[config.mk]
export PLATFORM = sky130hd
export DESIGN_NAME = stream_sink_checksum
export DESIGN_NICKNAME = d
export VERILOG_FILES = /design/src/rtl/stream_sink_checksum.sv
export SDC_FILE = /design/constraint.sdc
export NUM_CORES = 1
export LEC_CHECK = 0
export ABC_AREA = 1
export CAP_MARGIN = 10
export CORE_MARGIN = 8
export CORE_UTILIZATION = 48
export DETAILED_ROUTE_END_ITERATION = 10
export HOLD_SLACK_MARGIN = 0.03
export PLACE_DENSITY = 0.79
export SYNTH_ARGS = -nofsm -noshare
export SYNTH_HDL_FRONTEND = slang
export SYNTH_SLANG_ARGS = --single-unit
[constraint.sdc]
create_clock -name ap_clk -period 1.9 [get_ports ap_clk]
set_input_delay 0.38 -clock ap_clk [delete_from_list [all_inputs] [get_ports ap_clk]]
set_output_delay 0.38 -clock ap_clk [all_outputs]
set_load 0.03 [all_outputs]
[src/rtl/stream_sink_checksum.sv]
// Consumes a stream until the close token, then reports the element count, a wrapping payload sum and a length mismatch flag.
// The first pop comes 1 cycle after the start edge. In READ every valid head token is popped, so the sink never backpressures.
module stream_sink_checksum #(
  parameter int DATA_W = 32,
  parameter int CNT_W  = 64
) (
  input  logic              ap_clk,
  input  logic              ap_rst,
  input  logic              ap_start,
  output logic              ap_done,
  output logic              ap_idle,
  output logic              ap_ready,
  input  logic [DATA_W-1:0] c_dout,
  input  logic              c_dout_eot,
  input  logic              c_empty_n,
  output logic              c_read,
  input  logic [CNT_W-1:0]  n,
  output logic [CNT_W-1:0]  count,
  output logic [DATA_W-1:0] checksum,
  output logic              count_err
);

  typedef enum logic [1:0] {
    IDLE = 2'd0,
    READ = 2'd1,
    DONE = 2'd2
  } state_t;

  state_t             state;
  state_t             state_nxt;
  logic [CNT_W-1:0]   n_lat;

  always_comb begin
    state_nxt = state;
    c_read    = 1'b0;
    ap_done   = 1'b0;
    ap_ready  = 1'b0;
    ap_idle   = (state == IDLE);
    case (state)
      IDLE: begin
        if (ap_start) state_nxt = READ;
      end
      READ: begin
        // Reset must silence the pop immediately, not one edge later.
        c_read = c_empty_n & ~ap_rst;
        if (c_empty_n && c_dout_eot) state_nxt = DONE;
      end
      DONE: begin
        ap_done   = ~ap_rst;
        ap_ready  = ~ap_rst;
        state_nxt = IDLE;
      end
      default: state_nxt = IDLE;
    endcase
  end

  always_ff @(posedge ap_clk) begin
    if (ap_rst) begin
      state     <= IDLE;
      n_lat     <= '0;
      count     <= '0;
      checksum  <= '0;
      count_err <= 1'b0;
    end else begin
      state <= state_nxt;
      case (state)
        IDLE: begin
          if (ap_start) begin
            n_lat     <= n;
            count     <= '0;
            checksum  <= '0;
            count_err <= 1'b0;
          end
        end
        READ: begin
          if (c_read && !c_dout_eot) begin
            count    <= count + CNT_W'(1);
            checksum <= checksum + c_dout;
          end
        end
        DONE: begin
          count_err <= (count != n_lat);
        end
        default: ;
      endcase
    end
  end

endmodule
After elaboration in Yosys (flattened, before gate mapping)
Index checks and enable logic that the tools add are counted.
- word-level logic and storage cells: 38
- output and inout bits: 101
- bits in registers: 163
- input port bits: 101
- reductions and logical operators: 10
- multiplexer cells: 13
- add/subtract/negate cells: 2
- eq/ne operators: 6
- bitwise gates (word level): 2
- operators with widths (kind ; number):
    two-way mux 64 bit ; 2
    one-hot mux 64 bit (2 select lines) ; 1
    adder 64 x 1 -> 64 bit, second input constant ; 1
    two-way mux 32 bit ; 2
    inequality test 64 bit ; 1
    one-hot mux 32 bit (2 select lines) ; 1
    adder 32 bit ; 1
    inequality test 2 bit, second input constant ; 3
    AND reduction 2 bit ; 3
    two-way mux 2 bit ; 2
    one-hot mux 2 bit (2 select lines) ; 1
    nonzero test 2 bit ; 2
    two-way mux 1 bit ; 3
    AND reduction 3 bit ; 1
    equality test 2 x 1 -> 1 bit, second input constant ; 1
    equality test 2 bit, second input constant ; 1
    logical AND 1 bit ; 2
    logical NOT 2 bit ; 1
    one-hot mux 1 bit (2 select lines) ; 1
    bitwise AND 1 bit ; 1
    logical NOT 1 bit ; 1
    NOT 1 bit ; 1

Logic depth before layout (Yosys ltp)
Gate-level depths: netlist of the first run.
- depth after elaboration: 6
- gate-level depth with buffers: 13
- gate-level depth less buffers: 13

Least setup slack after synthesis of the first run
OpenSTA, ideal clock, no wires.
- kind: reg-to-reg
- start: register checksum[0]
- end: register checksum[16]
- path buffers: 0
- library setup time: 0.132 ns
- required time: 1.768 ns
- clock period less this slack: 2.091 ns
- path slack: -0.191 ns
- cell stages (with the launch flop): 14
- arrival: 1.959 ns
- path through: dfxtp_1 ha_1 inv_1 fa_1 inv_1 nand3_1 nand3_1 nand2_1 nand2_1 inv_1 o21ai_0 nand2_1 nand3_1 a21oi_1
- cells in the longest elaborated chain, start to end: 3
- ends and longest elaborated chain (what ; RTL line ; source):
    start, declared ; 19 ; output logic [DATA_W-1:0] checksum,
    start signal, assigned ; 78 ; checksum <= checksum + c_dout;
    adder 32 bit ; 78 ;
    two-way mux 32 bit ; 76 ; if (c_read && !c_dout_eot) begin
    one-hot mux 32 bit (2 select lines) ; 66 ; case (state)
No other way between the ends. The select of a mux whose other input is x is not followed.
A chain may end at the register's enable or synchronous reset.

Worst setup path in the final report of the first run
- start: register count[1]
- end: register count[61]
- cells in the longest elaborated chain, start to end: 3
- ends and longest elaborated chain (what ; RTL line ; source):
    start, declared ; 18 ; output logic [CNT_W-1:0] count,
    start signal, assigned ; 77 ; count <= count + CNT_W'(1);
    adder 64 x 1 -> 64 bit ; 77 ;
    two-way mux 64 bit ; 76 ;
    one-hot mux 64 bit (2 select lines) ; 66 ;
No other way between the ends. The select of a mux whose other input is x is not followed.

==> flow_metrics.py, run 1 <==
metrics = {
    "global_routing": {
        "grt_pass1_wl_mm": 63.3,
        "grt_max_degree": 57,
        "grt-ovfl-total": 0,
        "grt.total_usage": 0.306,
        "first_global_vias": 11700,
        "antenna_found_initial": 0,
    },
    "pwr": {
        "pwr_density_cell_nw_per_um2": 547,
        "power_leakage_uw": 0.00741,
        "peakVddDrop_mv": 0.634,
    },
    "floorplan": {
        "row_count": 53,
        "coreArea_um2": 21000,
        "dieArea_um2": 26200,
        "initial_utilization": 0.488,
        "die_height_um": 162,
        "pin_count": 202,
        "floorplan.die.width_um": 162,
    },
    "placed_design": {
        "dp.cells": 2239,
        "io_buffers": 201,
        "dp_hpwl_mm": 32.5,
        "routabilityCongestion": 0.972,
    },
    "critical_path": {
        "critical_path_arrival_ps": 2250,
        "rrSetupSlack_ps": 30,
        "crit_path_end_kind": "flip-flop",
        "required_ps": 2270,
        "path_class": "flip-flop to flip-flop",
        "worstPathMaxFanout": 4,
        "cp-start-kind": "flip-flop",
    },
    "layout": {
        "finalNetCount": 2131,
        "final_util": 0.725,
        "diodes": 0,
        "area_delta_synth_final_pct": 48.6,
        "drive_above_1_share": 0.211,
        "final_cells": 2285,
        "nFillCells": 1803,
    },
    "cts": {
        "tritoncts": "done",
        "cts_inserted_buffers": 17,
        "root_buffer": "clkbuf_16",
        "clkSlewWorstSetupHoldPaths_ps": 70,
        "clkSinkCount": 163,
        "cts_max_level": 4,
        "ctsHoldBuffers": 0,
        "clk_latency_ps": 440,
        "clockBufferDepth": 2,
    },
    "yosys": {
        "synth_top_area_share": 0.319,
        "ys_types": 47,
        "syn_nets": 1750,
        "synth_area_leaders": "dfxtp_1 32%, nand2_1 17%, inv_1 9.1%, nor2_1 7.0%, a21oi_1 6.1%",
        "avgSynthCellArea_um2": 6.33,
        "synth_edf_count": 0,
        "synthArstFlopShare": 0,
        "synthCells": 1616,
        "synthTopCellsByCount": "465 x nand2_1, 248 x inv_1, 192 x nor2_1, 163 x dfxtp_1, 125 x a21oi_1",
        "syn_area_um2": 10200,
        "ys_ff_latch": 163,
        "yosys_warnings": 0,
        "synth_most_common_cell": "nand2_1",
        "synthFlopType": "dfxtp_1",
        "yosysTopAreaCell": "dfxtp_1",
        "ys_seq_area_frac": 0.319,
    },
    "route": {
        "drc": 0,
        "drt-initial-drc-count": 1039,
        "wl_mm": 41.6,
        "drt_pass1_iterations": 7,
        "viasPerCell": 5.31,
        "routed-via-count": 12100,
        "ant_nets": 0,
        "wl_per_cell_um": 18.2,
    },
    "worst_hold_path": {
        "hp-class": "flip-flop to flip-flop",
    },
    "sta": {
        "hold_viol_final": 0,
        "worst_slew_pin_slew_ps": 518,
        "drv_slew": 0,
        "min_period_ps": 1870,
        "rsz0062_at_grt": "yes",
        "setup_viol": 0,
        "max_freq_mhz": 534,
        "fin_crit_sh": 0.986,
        "max-slew-margin-rel": 0.652,
        "fin_skew_ps": 10.4,
    },
    "status": {
        "outcome": "finished clean",
    },
    "job": {
        "cap_violations": 0,
    },
}
==> path summary, 6_finish.rpt <==
check            from   endpoint  cells after the start
max reg2reg  count[1]  count[61]                     14
min reg2reg  n_lat[2]   n_lat[2]                      2
min          n_lat[2]   n_lat[2]                      2
max          count[1]  count[61]                     14
==> cell families (layout without fill, tap and decap cells) <==
| kind of cell | after synthesis | count (layout) | share of synthesized area |
|---|---|---|---|
| AOI/OAI and AO/OA | 255 | 255 | 0.142 |
| and+or+nand+nor | 840 | 840 | 0.360 |
| buffers and inverters | 295 | 689 | 0.112 |
| DFF | 163 | 163 | 0.319 |
| xor gates and xnor gates | 30 | 30 | 0.0257 |
| adders and majority gates | 33 | 33 | 0.0411 |
==> cell usage in the layout (no fill, tap or decap), types with 6 or more instances in the layout <==
master	instances
dlygate4sd2_1	78
nand3_1	54
nand2_1	435
xnor2_1	17
inv_6	7
nor2_4	14
nor4_1	7
nor3_2	9
nand2_4	8
nor3_1	28
clkbuf_16	17
o21ai_0	42
xor2_1	13
dfxtp_2	17
inv_2	11
buf_12	6
nand2_2	29
dfxtp_1	144
nand4_1	23
a21oi_1	112
clkdlybuf4s50_1	96
nor2_1	170
inv_1	240
ha_1	6
nand3_4	7
a211oi_1	38
ha_4	24
a21oi_2	13
buf_4	195
o21a_1	9
o22ai_1	28
nor2_2	23
nand3_2	16
dlymetal6s2s_1	21
==> routing by layer <==
layer,track usage,wire (um)
met1,0.404,18000
met5,0,0
met2,0.481,18500
met4,0.108,1340
met3,0.0721,3770
==> timing repair <==
action                                  in CTS  in global routing
setup buffers                                3                 12
endpoints found under the setup margin     100                 66
resized for setup                          108                165
pin swaps                                    9                 35
==> where the power goes <==
part	internal, uW	leakage [uW]	switching [uW]
logic	615	0.00581	762
registers	3530	0.00134	87.4
clock network	1740	0.000259	1580
==> sequential cells by signal, summed over array words and instances (netlist names) <==
signal and count:
n_lat 64, checksum 32, state 2, count 64, count_err 1
==> stage by stage <==
step                      hold slack (ps)  TNS (ps)  total power, uW  instance area (um2)  setup slack [ps]
after floorplan                       447     -17.7             4340                10200             -17.7
after global routing                  501      -289             8600                15200             -45.1
after CTS                             478         0             8220                14500              1.62
final                                 479         0             8320                15200              25.7
after detailed placement              467    -23550             4960                13900              -667
after global placement                452    -19310             4940                13900              -603
==> critical path: stages (launching register included) <==
cell and delay, ps:
dfxtp_2 340, buf_6 100, nand2_4 40, nor2_4 120
buf_6 130, nand2_8 60, nor2_8 150, nand2_4 70
nor2_4 140, nand3_4 120, nor2_4 210, nand2_2 90
nand2_1 90, nand2_1 50, nor2_1 110
==> cell type report <==
| class | instances | area (um2) | area share |
|---|---|---|---|
| Tap cell | 275 | 344 | 0.0226 |
| Sequential cell | 163 | 3290 | 0.217 |
| Timing Repair Buffer | 403 | 3560 | 0.234 |
| Multi-Input combinational cell | 1158 | 6500 | 0.428 |
| Clock buffer | 20 | 447 | 0.0294 |
| Inverter | 254 | 961 | 0.0632 |
| Clock inverter | 12 | 97.6 | 0.00642 |
No activity file was read; power rests on OpenSTA's default activity.
==> inputs of run 2 (changes only) <==
- CORE_UTILIZATION: 48 -> 49
- CTS_BUF_LIST: default -> sky130_fd_sc_hd__clkbuf_4 sky130_fd_sc_hd__clkbuf_8
- GPL_ROUTABILITY_DRIVEN: default -> 0
- PLACE_DENSITY: 0.79 -> 0.8
==> run 2 against run 1 <==
The run now ends with negative setup slack left. Clock-buffer cell count shrank 2. Cell count decreased by 2.7%. Register-to-register slack got worse by 20 ps. Via count fell by 0.63%. First-iteration DRC count grew 17%. Worst setup slack got worse by 41 ps. Die area shrank 1.8%. Clock skew up 8.1 ps. Clock power down 22%. Core utilization shrank 4.1 points. Critical path depth shrank 3. Maximum frequency is 2.1% lower. Critical path type is now primary input to flip-flop. Highest routed layer is now met5.
==> flow_metrics.py, run 2 (same netlist as run 1, synthesis figures left out) <==
metrics = {
    "route": {
        "drc": 0,
        "ant_nets": 0,
        "drt-initial-drc-count": 1215,
        "wl_mm": 38.1,
        "wl_per_cell_um": 17.1,
        "drt_pass1_iterations": 7,
        "routed-via-count": 12100,
        "viasPerCell": 5.43,
    },
    "layout": {
        "layout_commonest_cell": "nand2_1",
        "design_area_um2": 14200,
        "final_cell_mix": "445 x nand2_1, 241 x inv_1, 180 x nor2_1, 143 x dfxtp_1, 137 x buf_4",
        "area_delta_synth_final_pct": 38.8,
        "drive_above_1_share": 0.167,
        "finalNetCount": 2068,
        "reg_top3": "count (64), n_lat (64), checksum (32)",
    },
    "pwr": {
        "pwr_density_cell_nw_per_um2": 528,
        "peakVddDrop_mv": 0.453,
        "power_leakage_uw": 0.00683,
        "finalPower_uw": 7500,
    },
    "floorplan": {
        "pin_count": 202,
        "initial_utilization": 0.493,
        "dieArea_um2": 25800,
        "die_height_um": 161,
        "coreArea_um2": 20800,
        "row_count": 53,
        "floorplan.die.width_um": 161,
    },
    "placed_design": {
        "io_buffers": 201,
        "dp_hpwl_mm": 29.1,
        "dpl_cell_area_um2": 13400,
    },
    "critical_path": {
        "required_ps": 2310,
        "reg2reg_depth": 10,
        "cp-start-kind": "primary input",
        "rr_startpoint": "checksum[6]",
        "crit_path_end_kind": "flip-flop",
        "crit_end": "checksum[20]",
        "startpoint": "c_dout[6]",
        "worstPathMaxFanout": 5,
        "rrSetupSlack_ps": 10,
        "r2r-end": "checksum[20]",
        "critical_path_arrival_ps": 2320,
        "path_class": "primary input to flip-flop",
    },
    "worst_hold_path": {
        "hp-class": "primary input to flip-flop",
    },
    "status": {
        "violations": "negative setup slack",
        "outcome": "finished with violations",
    },
    "global_routing": {
        "met2_usage": 0.437,
        "grt_max_degree": 94,
        "grt-ovfl-total": 0,
        "antenna_found_initial": 2,
        "grt_pass1_wl_mm": 58.0,
        "grt.total_usage": 0.278,
        "grt_use_met3": 0.0619,
        "use_met1": 0.355,
        "top_usage_layer": "met2",
        "first_global_vias": 11200,
    },
    "job": {
        "cap_violations": 0,
    },
    "sta": {
        "hold_viol_final": 0,
        "worst_slack_ps": -15.4,
        "max_freq_mhz": 522,
        "rsz0062_at_grt": "yes",
        "setup_tns_ps": -15.4,
        "worst_slew_pin_slew_ps": 519,
        "fin_crit_sh": 1.01,
        "max-slew-margin-rel": 0.654,
        "drv_slew": 0,
        "fin_skew_ps": 18.5,
        "setup_viol": 1,
        "min_period_ps": 1920,
    },
    "cts": {
        "cts_inserted_buffers": 17,
        "cts_max_level": 4,
        "root_buffer": "clkbuf_8",
        "clkSlewWorstSetupHoldPaths_ps": 100,
        "tritoncts": "done",
        "clk_latency_ps": 490,
        "clockBufferDepth": 2,
        "clkSinkCount": 163,
    },
}
run 2: cell types whose count changed in the layout (fill, tap and decap cells not counted), sizes merged:
cell	change
clkbuf	-3
dlygate4sd2	+19
clkdlybuf4s15	-1
diode	+1
clkinv	+1
bufinv	+1
buf	-62
dlymetal6s2s	-20
clkdlybuf4s50	+2
run 2: stage by stage:
step | cells | util | hold slack (ps) | setup WS, ps
after floorplan | 1616 | - | 447 | -17.7
after global placement | 2180 | 0.648 | 460 | -554
after detailed placement | 2180 | 0.648 | 465 | -610
after CTS | 2212 | 0.661 | 407 | 5.97
after global routing | 2223 | 0.684 | 425 | -126
final | 2223 | 0.684 | 419 | -15.4
run 2: repair_timing:
| action | 4_1_cts | 5_1_grt |
|---|---|---|
| gates cloned | 0 | 0 |
| setup endpoints to repair | 109 | 52 |
| hold buffers | 0 | 0 |
| pin swaps | 1 | 27 |
| resized for setup | 104 | 109 |
| buffers inserted | 0 | 10 |
run 2: how the worst min path moves through the flow:
stage	start	end	slack (ps)	cells after the start
after floorplan	n_lat[44]	n_lat[44]	450	2
final	ap_rst	checksum[13]	420	3
after global routing	c_dout[0]	checksum[0]	430	4
after detailed placement	count[37]	count[37]	470	1
after global placement	count[37]	count[37]	460	1
after CTS	ap_rst	checksum[13]	410	3
run 2: cell type report:
type,count,area [um2]
Inverter,254,963
Clock inverter,14,141
Tap cell,275,344
Antenna cell,1,2.50
Sequential cell,163,3290
Timing Repair Buffer,340,2990
Clock buffer,18,241
Multi-Input combinational cell,1158,6230
Fill cell,1750,6550
run 2: worst max-delay path, stage by stage:
cell	delay [ps]
clkdlybuf4s50_1	460
ha_4	310
buf_4	100
nand2_1	110
nor2_1	250
nand3_2	140
nand3_4	130
nand2_1	100
nand3b_1	130
nand3_2	90
a21oi_2	110
run 2: per-layer routing:
| layer | wire [um] | part of all wire |
|---|---|---|
| met4 | 1720 | 0.045 |
| met1 | 15700 | 0.41 |
| met3 | 3820 | 0.10 |
| met5 | 13 | 0.00034 |
| met2 | 16900 | 0.44 |
run 2: report_power, final:
| part | switching, uW | leakage [uW] | total (uW) | internal, uW |
|---|---|---|---|---|
| registers | 83.2 | 0.00134 | 3620 | 3530 |
| clock network | 1500 | 0.000188 | 2590 | 1090 |
| logic | 718 | 0.00531 | 1300 | 578 |
| total | 2300 | 0.00683 | 7500 | 5200 |
==> patch: new RTL, config.mk and constraints of run 1 <==
The 3 states of `state_t` get a one-hot encoding in 3 bits.
--- a/src/rtl/stream_sink_checksum.sv
+++ b/src/rtl/stream_sink_checksum.sv
@@ -22,6 +22,6 @@
 
-  typedef enum logic [1:0] {
-    IDLE = 2'd0,
-    READ = 2'd1,
-    DONE = 2'd2
+  typedef enum logic [2:0] {
+    IDLE = 3'b001,
+    READ = 3'b010,
+    DONE = 3'b100
   } state_t;
Behaviour: no difference found for any inputs over 4 cycles, from zero or initial values and one cycle with ap_rst high; so few cycles prove little.
==> patch against run 1 <==
The flow now finishes with violations (negative setup slack); non-clock buffer count rose by 11; wire length down 0.20%; cell area rose by 0.35%; core utilization is 0.49 points higher; worst setup slack lost 0.060 ns; total power increased by 3.8%; sequential cell count rose by 1; synthesized area fell by 0.81%; critical path type is now input port to flip-flop.
==> patch: results (changes against run 1) <==
| Metric | Value |
|---|---|
| Slew Limit Headroom | 56.72% (-8.5 points) |
| Syn_nets | 1,762 (+0.69%) |
| Post-route setup slack | -0.03460 ns (-0.06026 ns) |
| Fillers | 1,756 (-2.6%) |
| Global-route wire length before repair | 62.67 mm (-0.96%) |
| Final Non-Filler Cells | 2,310 (+1.1%) |
| Port Buffer Count | 201 (unchanged) |
| Hold endpoint | checksum[0] |
| Layout buffering overhead excluding clock cells | 23.69% (+0.29 points) |
| Multi-input gate area | 6535 um2 (+0.46%) |
| Length of routed wiring on met1 | 16.34 mm (-9.1%) |
| R2R Path End | checksum[16] |
| Die width | 161.4 um (-0.36%) |
| Cell variety after synth | 42 (-11%) |
| Post-Syn Instances | 1,628 (+0.74%) |
| Storage cell area | 3308 um2 (+0.49%) |
| Commonest cells post-synth | nand2_1 (418), nor2_1 (240), inv_1 (231) |
| Routed wire length | 41.53 mm (-0.20%) |
| RD Place Congestion | 1.009 (+3.8%) |
| Fin Hold WS | 0.4555 ns (-0.02325 ns) |
| Hpwl dp | 32.04 mm (-1.4%) |
| Outcome | finished with violations |
| Switching Power | 2648 uW (+8.9%) |
| Placed inst area | 13,900 um2 (about the same) |
| Worst-path maximum fanout | 3 (-1) |
| Worst Hold Depth | 4 (+2) |
| Leakage | 0.007489 uW (+1.1%) |
| Initial antenna violation count | 1 (+1) |
| GR Util met2 | 55.00% (+6.9 points) |
| Critical R2R Launch | checksum[0] |
| HP Start | c_dout[0] |
| Bufs w/o clock | 414 (+2.7%) |
| Crit path max-delay family | buffers and inverters |
| Clk_skew | 0.01054 ns (+0.0001189 ns) |
| # Post-CTS Setup Buffers | 2 (-1) |
| Delay of the slowest cell on the worst path | 0.44 ns (+0.10 ns) |
| First-pass detailed-route iteration total | 5 (-2) |
| Failing checks | negative setup slack |
| FFs & Latches | 164 (+0.61%) |
| Multi-input combinational cell count | 1,190 (+2.8%) |
| Share of layout cells above drive strength 1 | 20.00% (-1.1 points) |
| Final Setup Violations | 4 (+4) |
| Type of the tightest min-delay check | input port to flip-flop |
| Grt met3 use | 4.963% (-2.3 points) |
| Worst Path Arrival | 2.29 ns (+0.04 ns) |
| Area contributors post-synth | dfxtp_1 (32%), nand2_1 (15%), nor2_1 (8.9%) |
| Post-CTS sizing | 113 (+4.6%) |
| GR Util All Layers | 30.12% (-0.50 points) |
| Largest net degree at the start of global routing | 54 (-5.3%) |
| Wire length on met2 | 20.86 mm (+13%) |
| CP max stage cell | clkdlybuf4s50_1 |
| Reg2Reg Depth | 12 (-2) |
[patch: cell types whose count changed in the layout (fill, tap and decap cells not counted), moves of 12 or more]
cell      change
nor3_1       +19
a211oi_1     -36
o21ai_0      +53
nand2_1      -44
inv_1        -12
nor2_1       +47
[patch: power groups by stage]
stage	logic, uW	registers (uW)	clock network, uW
6_report	1450	3710	3480
3_5_place_dp	1350	3790	0
5_1_grt	1580	3720	3620
4_1_cts	1360	3710	3480
3_3_place_gp	1320	3780	0
2_1_floorplan	735	3760	0
[patch: cells by family (layout without fill, tap and decap cells)]
family / after synthesis / in the layout / share of synthesized area, %
flip-flops: 164 / 164 / 32.34
AO/OA/AOI/OAI: 248 / 248 / 12.95
buffers and inverters: 275 / 681 / 10.44
XOR/XNOR: 47 / 47 / 4.055
AND/OR/NAND/NOR: 861 / 862 / 36.07
adder cells (fa/ha/maj): 33 / 33 / 4.141
[patch: how the worst max path moves through the flow]
stage / to / slack (ns) / depth (start not counted)
after floorplan: checksum[28] / 0.02 / 13
after global placement: checksum[28] / -0.59 / 14
after detailed placement: checksum[28] / -0.65 / 14
after CTS: ap_ready / 0.00005 / 5
after global routing: checksum[24] / -0.11 / 12
final: checksum[24] / -0.03 / 12
[patch: metrics by stage]
| step | setup TNS (ns) | power, uW | setup slack, ns |
|---|---|---|---|
| 2_1_floorplan | 0 | 4497 | 0.02382 |
| 3_5_place_dp | -26.22 | 5139 | -0.6531 |
| 3_3_place_gp | -21.35 | 5103 | -0.5904 |
| 6_report | -0.06789 | 8634 | -0.03460 |
| 4_1_cts | 0 | 8543 | 0.00004996 |
| 5_1_grt | -1.228 | 8916 | -0.1091 |
